## config.mk

```make
export PLATFORM = sky130hd
export DESIGN_NAME = rf_writeback_flat
export DESIGN_NICKNAME = d
export VERILOG_FILES = /design/src/rtl/rf_writeback_if.sv /design/src/rtl/rf_writeback.sv /design/src/flat_wrapper.sv
export SDC_FILE = /design/constraint.sdc
export NUM_CORES = 1
export LEC_CHECK = 0
export BUFFER_PORTS_ARGS = -buffer_cell sky130_fd_sc_hd__buf_2
export CAP_MARGIN = 20
export CELL_PAD_IN_SITES_DETAIL_PLACEMENT = 1
export CELL_PAD_IN_SITES_GLOBAL_PLACEMENT = 1
export CORE_MARGIN = 5
export CORE_UTILIZATION = 39
export CTS_BUF_LIST = sky130_fd_sc_hd__clkbuf_2 sky130_fd_sc_hd__clkbuf_4 sky130_fd_sc_hd__clkbuf_8
export CTS_CLUSTER_DIAMETER = 120
export DETAILED_ROUTE_END_ITERATION = 10
export PLACE_DENSITY = 0.83
export SLEW_MARGIN = 5
export SYNTH_ARGS = -nofsm -noshare
export SYNTH_HDL_FRONTEND = slang
export SYNTH_SLANG_ARGS = --single-unit
```

## constraint.sdc

```tcl
create_clock -name clk -period 5.61 [get_ports clk]
set_input_delay 0.561 -clock clk [delete_from_list [all_inputs] [get_ports clk]]
set_output_delay 0.561 -clock clk [all_outputs]
set_load 0.03 [all_outputs]
```

## src/rtl/rf_writeback_if.sv

```systemverilog
// Bundle of producer handshakes, load-issue, register-file write port and
// scoreboard signals for the register-file writeback unit.
interface rf_writeback_if #(
    parameter int DATA_W = 32
);
    logic              issue_valid;
    logic [4:0]        issue_rd;

    logic              alu_valid;
    logic              alu_ready;
    logic [4:0]        alu_rd;
    logic [DATA_W-1:0] alu_wd;

    logic              mem_valid;
    logic              mem_ready;
    logic [4:0]        mem_rd;
    logic [DATA_W-1:0] mem_wd;

    logic              rf_we;
    logic [4:0]        rf_rd;
    logic [DATA_W-1:0] rf_wd;

    logic [31:0]       busy;

    // Producer / decode side: drives requests, observes grants and RF port.
    modport master (
        output issue_valid, issue_rd,
        output alu_valid, alu_rd, alu_wd,
        input  alu_ready,
        output mem_valid, mem_rd, mem_wd,
        input  mem_ready,
        input  rf_we, rf_rd, rf_wd, busy
    );

    // Writeback unit side.
    modport slave (
        input  issue_valid, issue_rd,
        input  alu_valid, alu_rd, alu_wd,
        output alu_ready,
        input  mem_valid, mem_rd, mem_wd,
        output mem_ready,
        output rf_we, rf_rd, rf_wd, busy
    );
endinterface

```

## src/rtl/rf_writeback.sv

```systemverilog
// Register-file writeback unit: round-robin arbitration between the ALU and
// the load unit, one registered write per cycle, and a pending-load
// scoreboard that blocks ALU writes to registers with an outstanding load.
module rf_writeback #(
    parameter int DATA_W = 32
) (
    input  logic          clk,
    input  logic          rst,
    rf_writeback_if.slave bus
);

    logic              rf_we_q, rf_we_d;
    logic [4:0]        rf_rd_q, rf_rd_d;
    logic [DATA_W-1:0] rf_wd_q, rf_wd_d;
    logic [31:0]       busy_q, busy_d;
    logic              last_q, last_d;

    logic              alu_elig;
    logic              mem_elig;
    logic              grant_alu;
    logic              grant_mem;

    // Eligibility and round-robin grant; an older pending load blocks the ALU.
    always_comb begin
        alu_elig  = bus.alu_valid && !((bus.alu_rd != 5'd0) && busy_q[bus.alu_rd]);
        mem_elig  = bus.mem_valid;
        grant_mem = mem_elig && (!alu_elig || !last_q);
        grant_alu = alu_elig && !grant_mem;
    end

    assign bus.alu_ready = grant_alu && !rst;
    assign bus.mem_ready = grant_mem && !rst;

    // Next write-port contents, arbitration pointer and scoreboard.
    always_comb begin
        rf_we_d = 1'b0;
        rf_rd_d = rf_rd_q;
        rf_wd_d = rf_wd_q;
        last_d  = last_q;
        busy_d  = busy_q;

        if (grant_mem) begin
            last_d = 1'b1;
            if (bus.mem_rd != 5'd0) begin
                rf_we_d = 1'b1;
                rf_rd_d = bus.mem_rd;
                rf_wd_d = bus.mem_wd;
                busy_d[bus.mem_rd] = 1'b0;
            end
        end else if (grant_alu) begin
            last_d = 1'b0;
            if (bus.alu_rd != 5'd0) begin
                rf_we_d = 1'b1;
                rf_rd_d = bus.alu_rd;
                rf_wd_d = bus.alu_wd;
            end
        end

        if (bus.issue_valid && (bus.issue_rd != 5'd0)) begin
            busy_d[bus.issue_rd] = 1'b1;
        end
        busy_d[0] = 1'b0;
    end

    // State registers with synchronous reset.
    always_ff @(posedge clk) begin
        if (rst) begin
            rf_we_q <= 1'b0;
            rf_rd_q <= '0;
            rf_wd_q <= '0;
            busy_q  <= '0;
            last_q  <= 1'b0;
        end else begin
            rf_we_q <= rf_we_d;
            rf_rd_q <= rf_rd_d;
            rf_wd_q <= rf_wd_d;
            busy_q  <= busy_d;
            last_q  <= last_d;
        end
    end

    assign bus.rf_we = rf_we_q;
    assign bus.rf_rd = rf_rd_q;
    assign bus.rf_wd = rf_wd_q;
    assign bus.busy  = busy_q;

endmodule

```

## src/flat_wrapper.sv

```systemverilog
// flat-port wrapper written by rule: the top's interface ports become plain ports
module rf_writeback_flat 
#(
    parameter int DATA_W = 32
)
  (clk, rst, bus_issue_valid, bus_issue_rd, bus_alu_valid, bus_alu_rd, bus_alu_wd, bus_alu_ready, bus_mem_valid, bus_mem_rd, bus_mem_wd, bus_mem_ready, bus_rf_we, bus_rf_rd, bus_rf_wd, bus_busy);
  rf_writeback_if #(.DATA_W(DATA_W)) bus_i ();
  input  logic clk;
  input  logic rst;
  input wire logic [$bits(bus_i.issue_valid)-1:0] bus_issue_valid;
  input wire logic [$bits(bus_i.issue_rd)-1:0] bus_issue_rd;
  input wire logic [$bits(bus_i.alu_valid)-1:0] bus_alu_valid;
  input wire logic [$bits(bus_i.alu_rd)-1:0] bus_alu_rd;
  input wire logic [$bits(bus_i.alu_wd)-1:0] bus_alu_wd;
  output wire logic [$bits(bus_i.alu_ready)-1:0] bus_alu_ready;
  input wire logic [$bits(bus_i.mem_valid)-1:0] bus_mem_valid;
  input wire logic [$bits(bus_i.mem_rd)-1:0] bus_mem_rd;
  input wire logic [$bits(bus_i.mem_wd)-1:0] bus_mem_wd;
  output wire logic [$bits(bus_i.mem_ready)-1:0] bus_mem_ready;
  output wire logic [$bits(bus_i.rf_we)-1:0] bus_rf_we;
  output wire logic [$bits(bus_i.rf_rd)-1:0] bus_rf_rd;
  output wire logic [$bits(bus_i.rf_wd)-1:0] bus_rf_wd;
  output wire logic [$bits(bus_i.busy)-1:0] bus_busy;
  assign bus_i.issue_valid = bus_issue_valid;
  assign bus_i.issue_rd = bus_issue_rd;
  assign bus_i.alu_valid = bus_alu_valid;
  assign bus_i.alu_rd = bus_alu_rd;
  assign bus_i.alu_wd = bus_alu_wd;
  assign bus_alu_ready = bus_i.alu_ready;
  assign bus_i.mem_valid = bus_mem_valid;
  assign bus_i.mem_rd = bus_mem_rd;
  assign bus_i.mem_wd = bus_mem_wd;
  assign bus_mem_ready = bus_i.mem_ready;
  assign bus_rf_we = bus_i.rf_we;
  assign bus_rf_rd = bus_i.rf_rd;
  assign bus_rf_wd = bus_i.rf_wd;
  assign bus_busy = bus_i.busy;
  rf_writeback #(.DATA_W(DATA_W)) u_core (.clk(clk), .rst(rst), .bus(bus_i));
endmodule
```

==> summary.md <==
| Metric | Value |
|---|---|
| Kind of start point of the critical path | input port |
| RSZ-0062 raised after global routing | no |
| # setup viols final | 0 |
| Drt pass-1 iters | 5 |
| Iteration-0 DRC Markers | around 300 |
| Core ar. | between 0.009 and 0.01 mm2 |
| Maximum vdd drop | 0.147 mV |
| FF/Latch Area | ~0.0014 mm2 |
| Vias | 4239 |
| Area of the multi-input gates | around 0.0023 mm2 |
| Top-Level Pins | ~160 |
| Synth area leader | dfxtp_1 |
| Initial antenna violation count | 1 |
| Buf/Inv on CP | 1 |
| Post-synth EDFFs | 0 |
| F_max | around 0.25 GHz |
| DIE WIDTH | ~110 um |
| PD cells | about 280 mW/mm2 |
| Clock latency on the worst-skew pair | between 0.3 and 0.4 ns |
| Sequential area share after synthesis | 0.353 |
| Synth area leaders | dfxtp_1, nand2_1, a311oi_2 |
| Max incr delay on CP | approximately 0.98 ns |
| Min Tclk post-route | between 3 and 4 ns |
| CP Data Required Time | 5.78 ns |
| Post-Synth Simple-Gate Area | 0.186 |
| Die height | around 110 um |
| Fin. max-slew vios | 0 |
| Vias per cell | just over 6 |
| Async set-reset flop share out of synthesis | 0 |
| First-pass GRT wire length | between 20000 and 25000 um |
| Worst Skew | approximately 0.014 ns |
| Layout area overhead | 24.1% |
| CTS Buffer Depth | 2 |
| Port bufs | ~150 |
| CP cell instances | buf_2, mux2_2, o22ai_1, a2111oi_2, o41a_2, a22o_2, a311oi_2 |
| Fin Setup TNS | 0 ns |
| HP Class | in -> reg |
| Seq cells post-synth | 70 |
| DP Cell Count | 683 |
| Syn Std Cell Area | 0.00397 mm2 |
| DIE AREA | 0.0123 mm2 |
| Post-synth top flop | dfxtp_1 |
| Worst-path fanout max | between 50 and 60 |
| H-tree Lvls | 3 |
| DR WL/cell | between 20 and 25 um |
| Crit path kind | in -> reg |
| Initial Util | 0.402 |
| Synth warn | 0 |
| Synth Area in Adders | 0 |
| Synth cell types | about 50 |
| TritonCTS clock tree | built |
| Setup bufs post-CTS | 0 |
| ANT nets after route | 0 |
| XOR/XNOR Fraction of Synth Area | 0 |
| CTS resizes | 0 |
| CP max-delay cell | o41a_2 |
| DP Area | approximately 0.0047 mm2 |
| Routed WL | approximately 15000 um |
| FILL cells | about 1200 |
| Rel. slew slack | 0.311 |
| Design area | 0.00493 mm2 |
| Clock sink total | 70 |
| Period utilization | 0.703 |
| Final hold violation count | 0 |
| Final net count | between 600 and 700 |
| Pwr Total | 1.36 mW |
| Fraction of layout cells with a size suffix above 1 | 0.410 |
| Clk slew on worst S/H paths | ~0.08 ns |
| CP Capture Type | register |
| Remaining Overflow, GRT | 0 |
| Status | complete, no violations |
| DRC violations left | 0 |
| Post-Syn Instances | 445 |
| Post-Syn Nets | 529 |
| Clock Tree Root | clkbuf_8 |
| Post-CTS Hold Buffers | 0 |
| GP Congestion | ~0.85 |
| Post-Layout Cell Count | 700 |
| Synth top area share | 0.353 |
| Average size of a mapped cell | 8.92 um2 |
| Final core occ | 0.499 |
| Arrival time at the worst endpoint | just over 4 ns |
| Largest net degree at the start of global routing | between 60 and 70 |
| Compound-Gate Fraction of Synth Area | 0.343 |
| Max-cap violations | 0 |
| Row count | 36 |
| Num CTS Buffers | 9 |
| Vias in the first global route | approximately 4700 |
| HPWL after detailed placement | 10600 um |
| Total GRT Usage | 0.244 |
| CP delay by family, top | compound AO/OA/AOI/OAI gates |
| Worst Tran Pin Value | around 1.0 ns |
| Largest family of logic cells by synthesized area | compound AO/OA/AOI/OAI gates |
| Mux share of post-synthesis cell area | 0.0451 |
| P_leak | ~2.0 nW |
[worst paths after layout]
kind	from	to	slack, ns	cells after the start
worst max-delay path	bus_alu_rd[0]	u_core.bus.rf_wd[19]	1.67	7
worst min-delay path	bus_mem_wd[29]	u_core.bus.rf_wd[29]	0.48	3
worst max register to register	u_core.bus.busy[5]	u_core.bus.rf_wd[19]	1.85	6
worst min register to register	u_core.bus.busy[12]	u_core.bus.busy[12]	0.49	2
[cells in the mapped netlist, drive strengths merged, types with 3 or more instances]
cell    number
nand2b       7
o31ai       17
o32ai        6
o22ai        5
a311oi      36
nand3        3
buf         18
o21ai       10
nor2         8
nand2      100
mux2         9
inv          9
a221oi      37
nand3b       6
dfxtp       70
and2         3
or2          4
mux4         3
nor3b        3
a21oi       16
or3b         3
o311ai       9
clkbuf      35
nor3         9
[cell usage in the layout (no fill, tap or decap), drive strengths merged, types with 9 or more instances in the layout]
cell,count
a21oi,16
a221oi,37
a311oi,36
buf,159
clkbuf,10
dfxtp,70
inv,10
mux2,9
nand2,100
nor3,9
o21ai,10
o311ai,9
o31ai,17
[stage by stage]
stage / worst slack (ns) / hold WS (ns)
3_5_place_dp: 1.33 / 0.478
6_report: 1.67 / 0.481
2_1_floorplan: 2.48 / 0.478
4_1_cts: 1.69 / 0.478
3_3_place_gp: 1.54 / 0.476
5_1_grt: 1.41 / 0.488
[final cells by class]
cell class | instances | area share
clock inverter | 5 | 0.0168
antenna | 1 | 0.000508
clock buffer | 10 | 0.0279
inverter | 9 | 0.00686
tap | 133 | 0.0338
multi-input combinational | 313 | 0.466
sequential | 70 | 0.284
timing repair buffer | 159 | 0.164
[kinds of logic after synthesis]
group                  Yosys count
multiplexers                    13
buffers and inverters           62
flip-flops                      70
AO/OA/AOI/OAI                  143
other                            1
AND/OR/NAND/NOR                156
[registers in the layout, summed over array words and instances, names as in the netlist]
signal and count:
u_core.bus.rf_rd 5, u_core.bus.rf_we 1, u_core.bus.busy 31, u_core.last_q 1
u_core.bus.rf_wd 32
[tightest hold or removal path, delay by kind of cell]
family / cells / cell delay, ns
buf+inv: 1 / 0.10
compound gates: 1 / 0.07
simple gates: 1 / 0.05
[metal layers]
layer | routed length (um) | GRT usage | vias up
met5 | 0 | 0 | -
met4 | 341 | 0.0936 | 0
met3 | 1210 | 0.0551 | 30
met2 | 7650 | 0.412 | 208
met1 | 6180 | 0.300 | 2064
li1 | - | - | 1937
[power by group]
| group | internal (mW) | total (mW) | switching [mW] |
|---|---|---|---|
| clock | 0.262 | 0.466 | 0.204 |
| sequential | 0.531 | 0.552 | 0.0218 |
| combinational | 0.115 | 0.342 | 0.227 |
Note: power is estimated with default switching activity, not from simulation.
